### src/rtl/fxp_wsum_pkg.sv
// Shared types and helpers for the time-multiplexed fixed-point weighted summer.
// The saturate/wrap helpers take widths as arguments so any block can reuse them.
package fxp_wsum_pkg;

    typedef enum logic [1:0] {
        IDLE,
        MAC,
        OUT
    } state_e;

    localparam int GUARD_DEFAULT = 2;

    // Wrap mode returns r unchanged; the caller truncates it to xw bits.
    function automatic logic signed [63:0] sat_wrap(input logic signed [63:0] r,
                                                    input int xw,
                                                    input bit sat);
        logic signed [63:0] hi;
        logic signed [63:0] lo;
        hi = (64'sd1 <<< (xw - 1)) - 64'sd1;
        lo = -(64'sd1 <<< (xw - 1));
        if (!sat)
            return r;
        if (r > hi)
            return hi;
        if (r < lo)
            return lo;
        return r;
    endfunction

    function automatic logic out_of_range(input logic signed [63:0] r,
                                          input int xw);
        logic signed [63:0] hi;
        logic signed [63:0] lo;
        hi = (64'sd1 <<< (xw - 1)) - 64'sd1;
        lo = -(64'sd1 <<< (xw - 1));
        return (r > hi) || (r < lo);
    endfunction

endpackage

### src/rtl/fxp_wsum_seq_mul.sv
// Signed W x KW multiply with the product's top bit dropped and the KW-1
// fractional LSBs discarded, leaving a W-bit result in the sample format.
module fxp_mul_trunc #(
    parameter int W  = 12,
    parameter int KW = 12
) (
    input  logic signed [W-1:0]  a,
    input  logic signed [KW-1:0] b,
    output logic signed [W-1:0]  p
);

    // Holding only W+KW-1 bits drops the product MSB as intended.
    logic signed [W+KW-2:0] prod;

    assign prod = a * b;
    assign p    = W'(prod >>> (KW - 1));

endmodule

### src/rtl/fxp_wsum_seq.sv
// Weighted sum y = sum(k_i * x_i) over NCH channels, one channel per clock
// through a single shared multiplier, with a saturate or wrap output stage.
module fxp_wsum_seq
    import fxp_wsum_pkg::*;
#(
    parameter int NCH   = 3,
    parameter int XW    = 10,
    parameter int KW    = 12,
    parameter int GUARD = GUARD_DEFAULT,
    parameter int SAT   = 0
) (
    input  logic                     clk,
    input  logic                     rst_n,
    input  logic                     in_valid,
    output logic                     in_ready,
    input  logic [NCH*XW-1:0]        x,
    input  logic                     coef_we,
    input  logic [$clog2(NCH)-1:0]   coef_addr,
    input  logic [KW-1:0]            coef_wdata,
    output logic                     out_valid,
    input  logic                     out_ready,
    output logic [XW-1:0]            y,
    output logic                     out_sat
);

    localparam int W    = XW + GUARD;
    localparam int CHW  = $clog2(NCH);
    localparam int ACCW = W + $clog2(NCH);

    // Handshake: a transfer happens on a rising edge where valid and ready are
    // both high; valid, once raised, holds with its data until that edge.
    state_e                  state_q, state_d;
    logic [CHW-1:0]          ch_q, ch_d;
    logic signed [ACCW-1:0]  acc_q, acc_d;
    logic [NCH*XW-1:0]       x_q, x_d;
    logic [XW-1:0]           y_q, y_d;
    logic                    sat_q, sat_d;
    logic [KW-1:0]           coef_q [NCH];
    logic [KW-1:0]           coef_d [NCH];

    logic [XW-1:0]           x_sel;
    logic signed [W-1:0]     v_ch;
    logic signed [KW-1:0]    k_ch;
    logic signed [W-1:0]     p_ch;
    logic signed [ACCW-1:0]  acc_sum;
    logic signed [ACCW-1:0]  r;

    assign x_sel = x_q[int'(ch_q)*XW +: XW];
    assign v_ch  = W'($signed(x_sel)) <<< GUARD;
    assign k_ch  = $signed(coef_q[ch_q]);

    fxp_mul_trunc #(
        .W  (W),
        .KW (KW)
    ) u_mul (
        .a (v_ch),
        .b (k_ch),
        .p (p_ch)
    );

    assign acc_sum = acc_q + ACCW'(p_ch);
    assign r       = acc_sum >>> GUARD;

    always_comb begin
        state_d = state_q;
        ch_d    = ch_q;
        acc_d   = acc_q;
        x_d     = x_q;
        y_d     = y_q;
        sat_d   = sat_q;
        coef_d  = coef_q;
        case (state_q)
            IDLE: begin
                // The write lands on the same edge as capture, so MAC sees it.
                if (coef_we && (int'(coef_addr) < NCH))
                    coef_d[coef_addr] = coef_wdata;
                if (in_valid) begin
                    x_d     = x;
                    acc_d   = '0;
                    ch_d    = '0;
                    state_d = MAC;
                end
            end
            MAC: begin
                acc_d = acc_sum;
                ch_d  = ch_q + 1'b1;
                if (ch_q == CHW'(NCH - 1)) begin
                    ch_d    = '0;
                    y_d     = XW'(sat_wrap(64'(r), XW, SAT != 0));
                    sat_d   = out_of_range(64'(r), XW);
                    state_d = OUT;
                end
            end
            OUT: begin
                if (out_ready)
                    state_d = IDLE;
            end
            default: state_d = IDLE;
        endcase
    end

    always_ff @(posedge clk or negedge rst_n) begin
        if (!rst_n) begin
            state_q <= IDLE;
            ch_q    <= '0;
            acc_q   <= '0;
            x_q     <= '0;
            y_q     <= '0;
            sat_q   <= 1'b0;
            for (int i = 0; i < NCH; i++)
                coef_q[i] <= '0;
        end else begin
            state_q <= state_d;
            ch_q    <= ch_d;
            acc_q   <= acc_d;
            x_q     <= x_d;
            y_q     <= y_d;
            sat_q   <= sat_d;
            coef_q  <= coef_d;
        end
    end

    assign in_ready  = (state_q == IDLE);
    assign out_valid = (state_q == OUT);
    assign y         = y_q;
    assign out_sat   = sat_q;

endmodule
### config.mk
export PLATFORM = sky130hd
export DESIGN_NAME = fxp_wsum_seq
export DESIGN_NICKNAME = d
export VERILOG_FILES = /design/src/rtl/fxp_wsum_pkg.sv /design/src/rtl/fxp_wsum_seq_mul.sv /design/src/rtl/fxp_wsum_seq.sv
export SDC_FILE = /design/constraint.sdc
export NUM_CORES = 1
export LEC_CHECK = 0
export CAP_MARGIN = 20
export CELL_PAD_IN_SITES_DETAIL_PLACEMENT = 1
export CELL_PAD_IN_SITES_GLOBAL_PLACEMENT = 1
export CORE_AREA = 4 4 131 158
export CTS_CLUSTER_DIAMETER = 80
export DETAILED_ROUTE_END_ITERATION = 8
export DIE_AREA = 0 0 135 162
export GPL_ROUTABILITY_DRIVEN = 0
export PLACE_DENSITY = 0.84
export REMOVE_ABC_BUFFERS = 1
export SYNTH_ARGS = -nofsm -noshare
export SYNTH_HDL_FRONTEND = slang
export SYNTH_SLANG_ARGS = --single-unit
export TNS_END_PERCENT = 50
### constraint.sdc
create_clock -name clk -period 11.6 [get_ports clk]
set_clock_uncertainty 0.2 [all_clocks]
set_input_delay 1.74 -clock clk [delete_from_list [all_inputs] [get_ports clk]]
set_output_delay 1.74 -clock clk [all_outputs]
set_load 0.05 [all_outputs]
# [Word level (Yosys, flattened, before mapping)]
# Cells that the tools add are included.
[classes] n_mux=31 n_reduce_logical=10 order_cmp=6 n_div=0 eq_ne=6 shifts=1 add_sub_neg=2 bitwise=2 multipliers=2
[op_table] operator="two-way mux 10 bit" count=5
[op_table] operator="bitwise mux 36 bit" count=1
[op_table] operator="two-way mux 12 bit" count=3
[op_table] operator="indexed part select 30 x 7 -> 10 bit" count=1
[op_table] operator="one-hot mux 14 bit (2 select lines)" count=1
[op_table] operator="binary-select mux 12 bit (select 2 bit)" count=1
[op_table] operator="demux 12 bit (select 2 bit)" count=1
[op_table] operator="multiplier 10 x 12 -> 21 bit" count=1
[op_table] operator="adder 14 x 12 -> 14 bit" count=1
[op_table] operator="two-way mux 14 bit" count=1
[op_table] operator="> comparator 12 x 10 -> 1 bit, second input constant" count=1
[op_table] operator="less-than comparator 12 x 10 -> 1 bit, second input constant" count=1
[op_table] operator="two-way mux 1 bit" count=11
[op_table] operator="two-way mux 2 bit" count=5
[op_table] operator="AND reduction 2 bit" count=4
[op_table] operator="greater-or-equal comparator 3 bit, second input constant" count=2
[op_table] operator="NOT 2 -> 3 bit" count=2
[op_table] operator="one-hot mux 2 bit (3 select lines)" count=1
[op_table] operator="multiplier 2 x 3 -> 5 bit, second input constant" count=1
[op_table] operator="== test 2 bit, second input constant" count=2
[op_table] operator="inequality test 2 bit, second input constant" count=2
[op_table] operator="one-hot mux 2 bit (2 select lines)" count=1
[op_table] operator="less-than comparator 3 x 1 -> 1 bit, second input constant" count=1
[op_table] operator="AND reduction 3 bit" count=1
[op_table] operator="8 further kinds" count=9
[totals] mem_count=0 ff_bits=95 mem_bits_rw=0 latch_bits=0 inputBits=49 romBits=0 out_inout_bits=13 word_cells=69

# [Depth between registers and ports, before layout]
# Gate-level depths: netlist (run 1).
[depth] ltp_word=18 mapped_depth=39

# [By module]
# From an unflattened synthesis (run 1), not the netlist that was laid out.
[unflattened] cells_unflattened=1054 area_unflattened_um2=9887.0
[by_module_without_submodules] module="fxp_mul_trunc" area_per_inst_um2=5109.9 instances=1 cells_each=569
[by_module_without_submodules] module="fxp_wsum_seq" area_per_inst_um2=4777.1 instances=1 cells_each=485

# [Least setup slack after synthesis (run 1)]
# No wires, ideal clock.
[synth_timing] path_type="register to register" from="reg ch_q[0]" to="reg acc_q[13]" required_ps=11255 path_buffers=4 path_slack_ps=3220 arrival_ps=8035 stages_incl_launch_ff=37 path_cell_list="dfrtp_1 > buf_6 > buf_4 > buf_1 > mux2i_1 > o21ai_0 > clkbuf_1 > nand2_1 > fa_1 > fa_1 > inv_1 > fa_1 > fa_1 > inv_1 > fa_1 > inv_1 > ha_1 > a21o_1 > a21o_1 > nand2b_1 > a21o_4 > a31oi_4 > and2b_1 > o21a_1 > nor2_1 > xnor2_1 > ha_1 > o21ai_0 > a21oi_1 > nand4_1 > o21ai_0 > a21o_1 > a21o_1 > xor2_1 > o21ai_0 > o311ai_0 > o211ai_1"
[synth_between] elab_chain_cells=7
[synth_lines] item="start: declaration" line="fxp_wsum_seq.sv:33" rtl="logic [CHW-1:0] ch_q, ch_d;"
[synth_lines] item="start signal: assignment" line="fxp_wsum_seq.sv:114" rtl="ch_q <= ch_d;"
[synth_lines] item="parallel branches: the longest is 4 deep, another holds multiplier 2 x 3 -> 5 bit"
[synth_lines] item="multiplier 10 x 12 -> 21 bit (*)" line="fxp_wsum_seq_mul.sv:15" rtl="assign prod = a * b;"
[synth_lines] item="adder 14 x 12 -> 14 bit (*)" line="fxp_wsum_seq.sv:61" rtl="assign acc_sum = acc_q + ACCW'(p_ch);"
[synth_lines] item="one-hot mux 14 bit (2 select lines) (*)" line="fxp_wsum_seq.sv:72" rtl="case (state_q)"
[synth_lines] item="end signal: assignment" line="fxp_wsum_seq.sv:106" rtl="acc_q <= '0;"
[synth_lines] item="end signal: assignment" line="fxp_wsum_seq.sv:115" rtl="acc_q <= acc_d;"
[synth_lines] item="end: declaration" line="fxp_wsum_seq.sv:34" rtl="logic signed [ACCW-1:0] acc_q, acc_d;"
# Every way passes the cells marked *. The select of a mux whose other input is x is not followed.
# A chain may end at the register's enable or synchronous reset.

# [Worst setup path after layout (run 1)]
[layout_timing] from="reg ch_q[1]" to="reg acc_q[13]"
# The elaborated chain is that of the path after synthesis.

==> results of run 1 <==
synthesized netlist by cell type (5+ instances only):
library cell | instances | area, um^2
sky130_fd_sc_hd__mux2_2 | 38 | 427.9
sky130_fd_sc_hd__mux2i_1 | 22 | 220.2
sky130_fd_sc_hd__dfrtp_1 | 95 | 2377
sky130_fd_sc_hd__ha_1 | 61 | 763.2
sky130_fd_sc_hd__clkbuf_1 | 26 | 97.59
sky130_fd_sc_hd__a21o_1 | 17 | 127.6
sky130_fd_sc_hd__nor2_1 | 61 | 229.0
sky130_fd_sc_hd__nand2b_1 | 9 | 56.30
sky130_fd_sc_hd__nand3_1 | 20 | 100.1
sky130_fd_sc_hd__xnor2_1 | 20 | 175.2
sky130_fd_sc_hd__fa_1 | 103 | 2062
sky130_fd_sc_hd__and2_1 | 16 | 100.1
sky130_fd_sc_hd__xor2_1 | 11 | 96.34
sky130_fd_sc_hd__o21ai_0 | 39 | 195.2
sky130_fd_sc_hd__inv_1 | 131 | 491.7
sky130_fd_sc_hd__a21oi_1 | 26 | 130.1
sky130_fd_sc_hd__nand2_1 | 189 | 709.4
sky130_fd_sc_hd__o21a_1 | 5 | 37.54
state kept, by name, summed over array words and instances, names as in the netlist:
signal / count
coef_q: 36
state_q: 2
out_sat: 1
y: 10
x_q: 30
ch_q: 2
acc_q: 14
path summary, 6_finish.rpt:
check                      depth (start not counted)  slack (ns)               endpoint                start
setup / recovery                                  33        1.72  acc_q[13]$_DFFE_PN0P_  ch_q[1]$_DFFE_PN0P_
hold / removal                                     2        0.28    x_q[18]$_DFFE_PN0P_  x_q[18]$_DFFE_PN0P_
setup reg to reg                                  33        1.72  acc_q[13]$_DFFE_PN0P_  ch_q[1]$_DFFE_PN0P_
hold reg to reg                                    2        0.28    x_q[18]$_DFFE_PN0P_  x_q[18]$_DFFE_PN0P_
max in group asynchronous                          2        8.88  coef_q[8]$_DFFE_PN0P_                rst_n
min in group asynchronous                          1        1.07       y[9]$_DFFE_PN0P_                rst_n
cell type report:
| type | count | area (um^2) |
|---|---|---|
| fillers | 2200 | 9219 |
| multi-input cells | 684 | 5854 |
| flip-flops and latches | 95 | 2377 |
| repair buffers | 73 | 698.2 |
| inverters | 131 | 491.7 |
| well taps | 261 | 326.6 |
| clock buffers | 10 | 239.0 |
| clock inverters | 6 | 62.56 |
cells by family after synthesis:
kind of cell | synth area share
simple gates | 0.1533
fa+ha+maj | 0.3188
buf+inv | 0.07116
compound gates | 0.08047
flops | 0.2682
mux | 0.07483
xor+xnor | 0.03318
stage by stage:
| stage | hold WS (ns) | util | setup WS [ns] | cells | area (um^2) |
|---|---|---|---|---|---|
| 6_report | 0.2826 | 0.5216 | 1.721 | 1260 | 10050 |
| 5_1_grt | 0.3012 | 0.5216 | 1.124 | 1260 | 10050 |
| 4_1_cts | 0.2851 | 0.5216 | 1.743 | 1260 | 10050 |
| 3_5_place_dp | 0.2691 | 0.5059 | 1.822 | 1244 | 9748 |
| 3_3_place_gp | 0.2574 | 0.5059 | 2.353 | 1244 | 9748 |
| 2_1_floorplan | 0.2450 | - | 2.814 | 910 | 8723 |
critical path, delay by kind of cell (launching register included):
| kind | cells | cell delay [ns] |
|---|---|---|
| AND/OR/NAND/NOR | 7 | 1.71 |
| adder cells (fa/ha/maj) | 7 | 3.32 |
| AO/OA/AOI/OAI | 14 | 3.03 |
| XOR/XNOR | 2 | 0.36 |
| flip-flops | 1 | 0.94 |
| buffers and inverters | 3 | 0.16 |
metal layers:
layer	up-vias	track usage	routed length [um]
li1	3083	-	-
met1	3479	0.2568	8938
met5	-	0	0
met4	0	0.1022	987
met3	68	0.03191	863
met2	164	0.4315	13250
==> run summary, run 1 <==
The run finished with clean final reports. The number of standard cells after synthesis was 942. Among all stages on the critical path, the largest delay is contributed by sky130_fd_sc_hd__dfrtp_1.

The number of vias per cell was 5.392. For the worst setup path, the data arrival time is 9.91 ns. The first global-routing pass estimated 39,160 um of wire.

No sink is reached through more buffers than the 2 on the longest clock path. The worst setup path is launched from a flip-flop. The number of synthesized register bits came out at 95. Leaving out fill and tap cells, the most frequent cells in the layout are sky130_fd_sc_hd__nand2_1, sky130_fd_sc_hd__inv_1, sky130_fd_sc_hd__fa_1.

The critical-path maximum fanout works out to 31. The post-CTS setup buffer count is 0, and the fmax is 101.2 MHz. The post-synthesis area per instance is 9.408 um^2. The logs give 0 for the number of antenna violations at the first check in global routing and 0.4599 for the starting density of the core.

The tools report the headroom to the max-slew limit as 0.2802. The layout cell share with drive strength beyond 1 came out at 0.08108. For the final routed database, the setup TNS stands at 0 ns. Main flop type after synthesis: sky130_fd_sc_hd__dfrtp_1. For the area inside the core boundary, the log shows 19,270 um^2. Setup repair after global routing left no endpoint under its margin. For the number of buffers created by CTS, the log shows 9. The time the worst path needs with I/O delays and setup came out at 9.879 ns.

The H-tree generated during clock tree synthesis spans 3 levels. Buffers inserted to repair hold after CTS numbered 0. Row count: 56. The later pin in the worst-skew pair is clocked with a latency of 0.37 ns. Compared with the post-synthesis result, the final layout area differs by 13.40%. Total vias in the final route: 6,794.

Global routing finished with a remaining overflow of 0. The number of synthesized flops with an enable pin came out at 0. The count of nets left with antenna violations once routing finished came out at 0. The die covers 21,870 um^2. The netlist uses 55 different library cells.

The repair_antennas step left the layout with diodes totalling 0. The die is 162 um tall. The logs give 0.2300 for the global-route usage over all layers and 346 for the count of routing violations after the opening detailed-route iteration. For the maximum number of pins on one net before global-route repair, the log shows 73. Total length of routed wires: 24,040 um.

The tree built by TritonCTS fans out to 95 sinks. For the number of global-route vias before repair, the log shows 7,793. The run gives 8862 um^2 as the synthesized cell area. Post-CTS repair changed the size of 0 cells.

The residual DRC count is 0. The cell that appears most often on the critical path is sky130_fd_sc_hd__fa_1. Routed length per instance: 19.08 um. TritonCTS built the clock tree.

The worst hold path belongs to the class reg -> reg. The count of final hold-check violations was 0; the width of the die was 135 um. The final worst-path cycle share is 0.8516, and the number of warnings reported in the yosys synthesis log is 0. The sequential cell area fraction in the yosys report came out at 0.2682. The worst setup path is captured at a flip-flop. The maximum cell stage delay along the critical path is 0.94 ns. The tools report the net total in the final layout as 1,207. After clock tree synthesis, the clock-pin slew on the worst setup and hold paths is 0.07 ns. At the pin with the least slew margin, the transition time is 1.080 ns. 62 I/O pins were placed. The fraction of registers with async set/reset is 1.000. The tools report the total iterations of the first detailed-routing run as 5.

The number of input and output port buffers inserted was 61; the setup-violating endpoint count in the final report was 0. The run gives 0 as the count of pins over their slew limit. The critical path is of the reg -> reg type. The number of violations of the max-capacitance limit is 0. After legalization and detailed placement, the total HPWL measured 18,600 um. Clock tree root driver cell: sky130_fd_sc_hd__clkbuf_16. Leaving out fill and tap cells, the most frequent cell in the layout is sky130_fd_sc_hd__nand2_1. For the worst setup path, the data required time is 11.63 ns.
Power of run 1 is not shown: default switching activity piles up to over one toggle a cycle in this logic, so the estimate is an artifact.
==> inputs of run 2 (changes only) <==
RECOVER_POWER = 50   (was default)
==> run summary, run 2 (same netlist as run 1, synthesis figures left out) <==
The critical-path maximum fanout came out at 31 (unchanged). The number of input and output port buffers inserted is 61 (unchanged). The maximum number of pins on one net before global-route repair is 73 (unchanged). More flip-flops sit in one register than any other, and that register is coef_q.

For the top-level I/O count, the log shows 62 (unchanged). The root buffer cell chosen for the clock tree is sky130_fd_sc_hd__clkbuf_16. The global-route usage over all layers came out at 0.2300 (unchanged). The headroom to the max-slew limit came out at -1.568 (-1.848). Worst setup slack after layout: 1.721 ns (unchanged).

Setup repair after global routing left no endpoint under its margin. The total iterations of the first detailed-routing run was 5 (unchanged). The residual DRC count was 0 (unchanged). The tools report the cell area after layout as 10,040 um^2 (-0.11%). The worst setup path is launched from a flip-flop.

The register clock-pin slew on the reported worst setup and hold paths came out at 0.07 ns (about the same). The width of the die was 135 um (unchanged); the wire length on met1 was 8934 um (about the same). The depth of the CTS H-tree was 3 (unchanged).

The number of global-route vias before repair is 7,793 (unchanged), and the post-CTS setup buffer count is 0 (unchanged). The clock sink total is 95 (unchanged), and the pin slew with the least headroom to its limit is 3.852 ns (+2.772 ns). The register-to-register setup slack is 1.72 ns (about the same), and the cell depth of the worst flop-to-flop path is 33 (unchanged). The maximum cell stage delay along the critical path is 0.94 ns (about the same), and the cell count of the worst hold path is 2 (unchanged). The run gives 1.822 ns (unchanged) as the pre-CTS setup slack. The hold path startpoint is x_q[18]$_DFFE_PN0P_.

The worst hold path belongs to the class reg -> reg. The logs give 0 (unchanged) for the count of final hold-check violations and 6,795 (+0.015%) for the total vias in the final route. The count of buffer and inverter cells on the critical path came out at 3 (unchanged). By instance count, the cell type seen most on the critical path is sky130_fd_sc_hd__fa_1.

In the layout the commonest cells are sky130_fd_sc_hd__nand2_1, sky130_fd_sc_hd__inv_1, sky130_fd_sc_hd__fa_1. For the row count, the log shows 56 (unchanged). The run finished, with violations left. The met3 wire length came out at 863 um (unchanged).

In this run the critical register-to-register path is captured at acc_q[13]$_DFFE_PN0P_. The fmax is 101.2 MHz (unchanged). The logs give 0 ns (unchanged) for the setup total negative slack and 0 (unchanged) for the setup-violating endpoint count in the final report. The net total in the final layout was 1,207 (unchanged). The number of antenna violations at the first check in global routing came out at 0 (unchanged). The layout cell share with drive strength beyond 1 works out to 0.07808 (-0.003003).

Number of buffers created by CTS: 9 (unchanged). The arrival time at the worst endpoint is 9.91 ns (about the same). The slowest stage of the critical path is the sky130_fd_sc_hd__dfrtp_1 cell.

The number of vias per cell was 5.393 (about the same); the starting density of the core was 0.4599 (unchanged). The tools report the standard cell area after detailed placement as 9748 um^2 (unchanged). For the count of hold-fix buffers inserted at cts, the log shows 0 (unchanged). Compared with the post-synthesis result, the final layout area differs by 13.27%.

The run gives 24,040 um (about the same) as the total length of routed wires. In the final layout, the registers with the most flip-flops are coef_q x36, x_q x30, acc_q x14. Launch instance of the worst register-to-register path: ch_q[1]$_DFFE_PN0P_. The die extent in y was 162 um (unchanged). Time the worst path needs with I/O delays and setup: 9.879 ns (unchanged). The residual antenna-violating net count after detailed routing is 0 (unchanged). The final reports fail on max-capacitance violations, max-slew violations. Path type of the worst setup path: reg -> reg. The run gives 0 (unchanged) as the overall overflow remaining after global route. The run gives 0 (unchanged) as the count of instances resized after the clock tree is built.

The topmost layer with routed signal wires is met4. The final worst-path cycle share was 0.8516 (unchanged). The worst hold path terminates at x_q[18]$_DFFE_PN0P_. TritonCTS built the clock tree. On the critical path the largest part of the delay comes from adder cells. The most common library cell in the layout ignoring fill and taps was sky130_fd_sc_hd__nand2_1. The flip-flop count of the largest register, all copies and words added is 36 (unchanged), and the maximum buffer depth of the clock tree is 2 (unchanged). Worst-skew pair later-pin latency: 0.37 ns (about the same). The routed length per instance came out at 19.08 um (about the same). The met2 wire length was 13,250 um (about the same). For the count of routing violations after the opening detailed-route iteration, the log shows 348 (+0.58%). For the estimated wirelength of the detail-placed design, the log shows 18,600 um (unchanged).

The global-route wire length before repair was 39,160 um (unchanged); the die area was 21,870 um^2 (unchanged). The count of pins over their slew limit was 120 (+120); the number of violations of the max-capacitance limit was 2 (+2). The required time of the critical path was 11.63 ns (about the same).

Number of antenna repair diodes: 0 (unchanged). The worst setup path is captured at a flip-flop. For the area inside the core boundary, the log shows 19,270 um^2 (unchanged).
[run 2: cell count changes in the layout (fill, tap and decap cells not counted)]
cell | before | now
sky130_fd_sc_hd__dlygate4sd3_1 | 0 | 1
sky130_fd_sc_hd__clkbuf_1 | 0 | 3
sky130_fd_sc_hd__buf_4 | 13 | 10
sky130_fd_sc_hd__clkdlybuf4s50_1 | 60 | 59
[run 2: metal layers]
layer	GRT usage	vias up
met2	0.4315	164
met3	0.03191	68
met5	0	-
met4	0.1022	0
met1	0.2568	3480
li1	-	3083
[run 2: layout make-up]
cell class | instances | area [um^2]
Multi-Input combinational cell | 684 | 5854
Clock inverter | 6 | 62.56
Sequential cell | 95 | 2377
Timing Repair Buffer | 73 | 686.9
Clock buffer | 10 | 239.0
Tap cell | 261 | 326.6
Inverter | 131 | 491.7
Fill cell | 2204 | 9230
[run 2: per-stage QoR]
step	util	hold WS [ns]	std cells
6_report	0.5210	0.2825	1260
5_1_grt	0.5210	0.3012	1260
4_1_cts	0.5216	0.2851	1260
3_5_place_dp	0.5059	0.2691	1244
3_3_place_gp	0.5059	0.2574	1244
2_1_floorplan	-	0.2450	910
[run 2: worst register-to-register path: cells and delay by family (launching register included)]
| kind | cells | cell delay, ns |
|---|---|---|
| AOI/OAI and AO/OA | 14 | 3.03 |
| xor gates and xnor gates | 2 | 0.36 |
| buffers and inverters | 3 | 0.16 |
| adders and majority gates | 7 | 3.32 |
| DFF | 1 | 0.94 |
| and+or+nand+nor | 7 | 1.74 |
[run 2: how the worst max path moves through the flow]
| stage | depth (start not counted) | startpoint | slack [ns] | endpoint |
|---|---|---|---|---|
| after floorplan | 32 | ch_q[0]$_DFFE_PN0P_ | 2.81 | acc_q[13]$_DFFE_PN0P_ |
| after global placement | 33 | ch_q[1]$_DFFE_PN0P_ | 2.35 | acc_q[13]$_DFFE_PN0P_ |
| after detailed placement | 33 | ch_q[1]$_DFFE_PN0P_ | 1.82 | acc_q[13]$_DFFE_PN0P_ |
| after CTS | 33 | ch_q[1]$_DFFE_PN0P_ | 1.74 | acc_q[13]$_DFFE_PN0P_ |
| after global routing | 33 | ch_q[1]$_DFFE_PN0P_ | 1.12 | acc_q[13]$_DFFE_PN0P_ |
| final | 33 | ch_q[1]$_DFFE_PN0P_ | 1.72 | acc_q[13]$_DFFE_PN0P_ |
Power of run 2 is left out for the same reason.
==> RTL edit (settings of run 2) <==
Change the parameter `SAT` from 0 to 1.
--- a/src/rtl/fxp_wsum_seq.sv
+++ b/src/rtl/fxp_wsum_seq.sv
@@ -7,7 +7,7 @@
     parameter int XW    = 10,
     parameter int KW    = 12,
     parameter int GUARD = GUARD_DEFAULT,
-    parameter int SAT   = 0
+    parameter int SAT   = 1
 ) (
     input  logic                     clk,
     input  logic                     rst_n,
Function: no difference found for any inputs over 4 cycles, from zero or initial values and one cycle with rst_n low; that may be too few to reach the edited logic, so the function may still have changed.
==> RTL edit against run 2 <==
The run still ends with max-capacitance violations, max-slew violations left. Worst setup slack got worse by 0.88 ns. Largest cell class unchanged. Critical endpoint is now out_sat$_DFFE_PN0P_. Sequential share of layout area decreased by 0.48 points. Design area increased by 2.1%. Highest routed layer unchanged. Routed wire length increased by 0.31%. Synthesized area increased by 2.8%. Non-clock buffer count decreased by 1. Synthesized cell count increased by 1.5%. Utilization increased by 1.1 points. Sequential cell count unchanged.
Power is not shown: default switching activity piles up to over one toggle a cycle in this logic, so the estimate is an artifact.
==> RTL edit: results (changes against run 2) <==
Route
  • Met1 WL: 9370 µm (+4.9%)
  • Starting DRT DRC Count: 404 (+16%)
  • DRT Wirelength: 24100 µm (+0.31%)
  • Met3 wire len: 813 µm (-5.8%)
  • Vias: 7056 (+3.8%)
  • Routed WL per cell: 19.0 µm (-0.56%)
  • Initial DRT Pass Iterations: 5 (unchanged)
  • Wire length on met2: 13200 µm (-0.66%)

Placement
  • Number of port buffers: 61 (unchanged)
  • Hpwl dp: 18800 µm (+1.3%)
  • Place WS: 0.688 ns (-1.13 ns)
  • Dpl cells: 1253 (+0.72%)

Status
  • Failing checks: max-capacitance violations, max-slew violations
  • Status: finished with violations

GRT
  • Total GRT Usage: 23.0% (-0.037 points)
  • First-pass GRT wire length: 39800 µm (+1.5%)
  • Met2 Usage GRT: 41.9% (-1.2 points)
  • Met3 Usage GRT: 3.16% (-0.031 points)
  • Number of global-route vias before repair: 7939 (+1.9%)
  • GR Util met1: 27.1% (+1.4 points)

Flow run
  • MaxCap Viol Count: 2 (unchanged)

Critical path
  • Crit path from: ch_q[0]$_DFFE_PN0P_
  • CP arrival: 10.83 ns (+0.92 ns)
  • Setup slack, reg-to-reg: 0.84 ns (-0.88 ns)
  • Crit path max-delay cell type: dfrtp_2
  • Critical path's top delay family: compound AO/OA/AOI/OAI gates
  • Worst-path fanout max: 29 (-6.5%)
  • Critical Path Stages: 35 (+6.1%)
  • Crit path capture: out_sat$_DFFE_PN0P_

Timing
  • Max Transition Viols Final: 116 (-3.3%)
  • Hold WS: 0.278 ns (-0.00444 ns)
  • F_max: 93.0 MHz (-8.2%)
  • Worst-Margin Slew: 3.71 ns (-0.147 ns)

Finish
  • Layout cells sized above 1: 7.82% (+0.014 points)
  • Fillers: 2163 (-1.9%)
  • Buffers excl. clock: 72 (-1.4%)
  • Count of non-CTS inverters in the layout: 125 (-4.6%)
  • Multi-input logic area: 6110 µm² (+4.4%)
  • Final #Nets: 1220 (+1.1%)
  • Non-clk buf share: 6.66% (-0.18 points)
  • Cell area after layout: 10300 µm² (+2.1%)
  • Number of multi-input logic gates: 702 (+2.6%)
  • Share of cell area taken by flip-flops and latches: 23.2% (-0.48 points)

Worst hold path
  • Worst hold path startpoint: y[9]$_DFFE_PN0P_
  • Worst Hold End: y[9]$_DFFE_PN0P_
  • WHS Path Cells: 2 (unchanged)

Logic synthesis
  • Mean Syn Cell Area: 9.53 µm² (+1.3%)
  • Sequential share of the synthesized area: 26.1% (-0.74 points)
  • Synth cell types: 57 (+3.6%)
  • Commonest cells post-synth: 180 x nand2_1, 124 x inv_1, 103 x fa_1
  • Largest cells by area after synthesis: dfrtp_1 26%, fa_1 23%, ha_1 8.6%

Die
  • Core area: 19300 µm² (unchanged)

CTS
  • Clock Path Buffers: 2 (unchanged)
RTL edit: changes by cell type in the layout (fill, tap and decap cells not counted), sizes merged, moves of 4 or more:
| cell | before | now |
|---|---|---|
| inv | 134 | 128 |
| mux2i | 22 | 27 |
| nand2 | 189 | 180 |
| nand2b | 9 | 18 |
| or2 | 1 | 5 |
| and2 | 18 | 13 |
| o21ai | 41 | 28 |
| a221o | 0 | 7 |
| xnor2 | 20 | 28 |
RTL edit: kinds of logic (layout without fill, tap and decap cells):
kind of cell | Yosys count | in the layout | synth area share, %
XOR/XNOR | 37 | 37 | 4.17
flip-flops | 95 | 95 | 26.1
AO/OA/AOI/OAI | 122 | 122 | 9.36
buffers and inverters | 159 | 213 | 6.82
multiplexers | 64 | 64 | 7.67
adder cells (fa/ha/maj) | 166 | 166 | 31.3
AND/OR/NAND/NOR | 313 | 313 | 14.6
RTL edit: timing repair:
| action | CTS | global route |
|---|---|---|
| setup buffers | 0 | 0 |
| setup endpoints to repair | 0 | 10 |
| resized for setup | 0 | 1 |
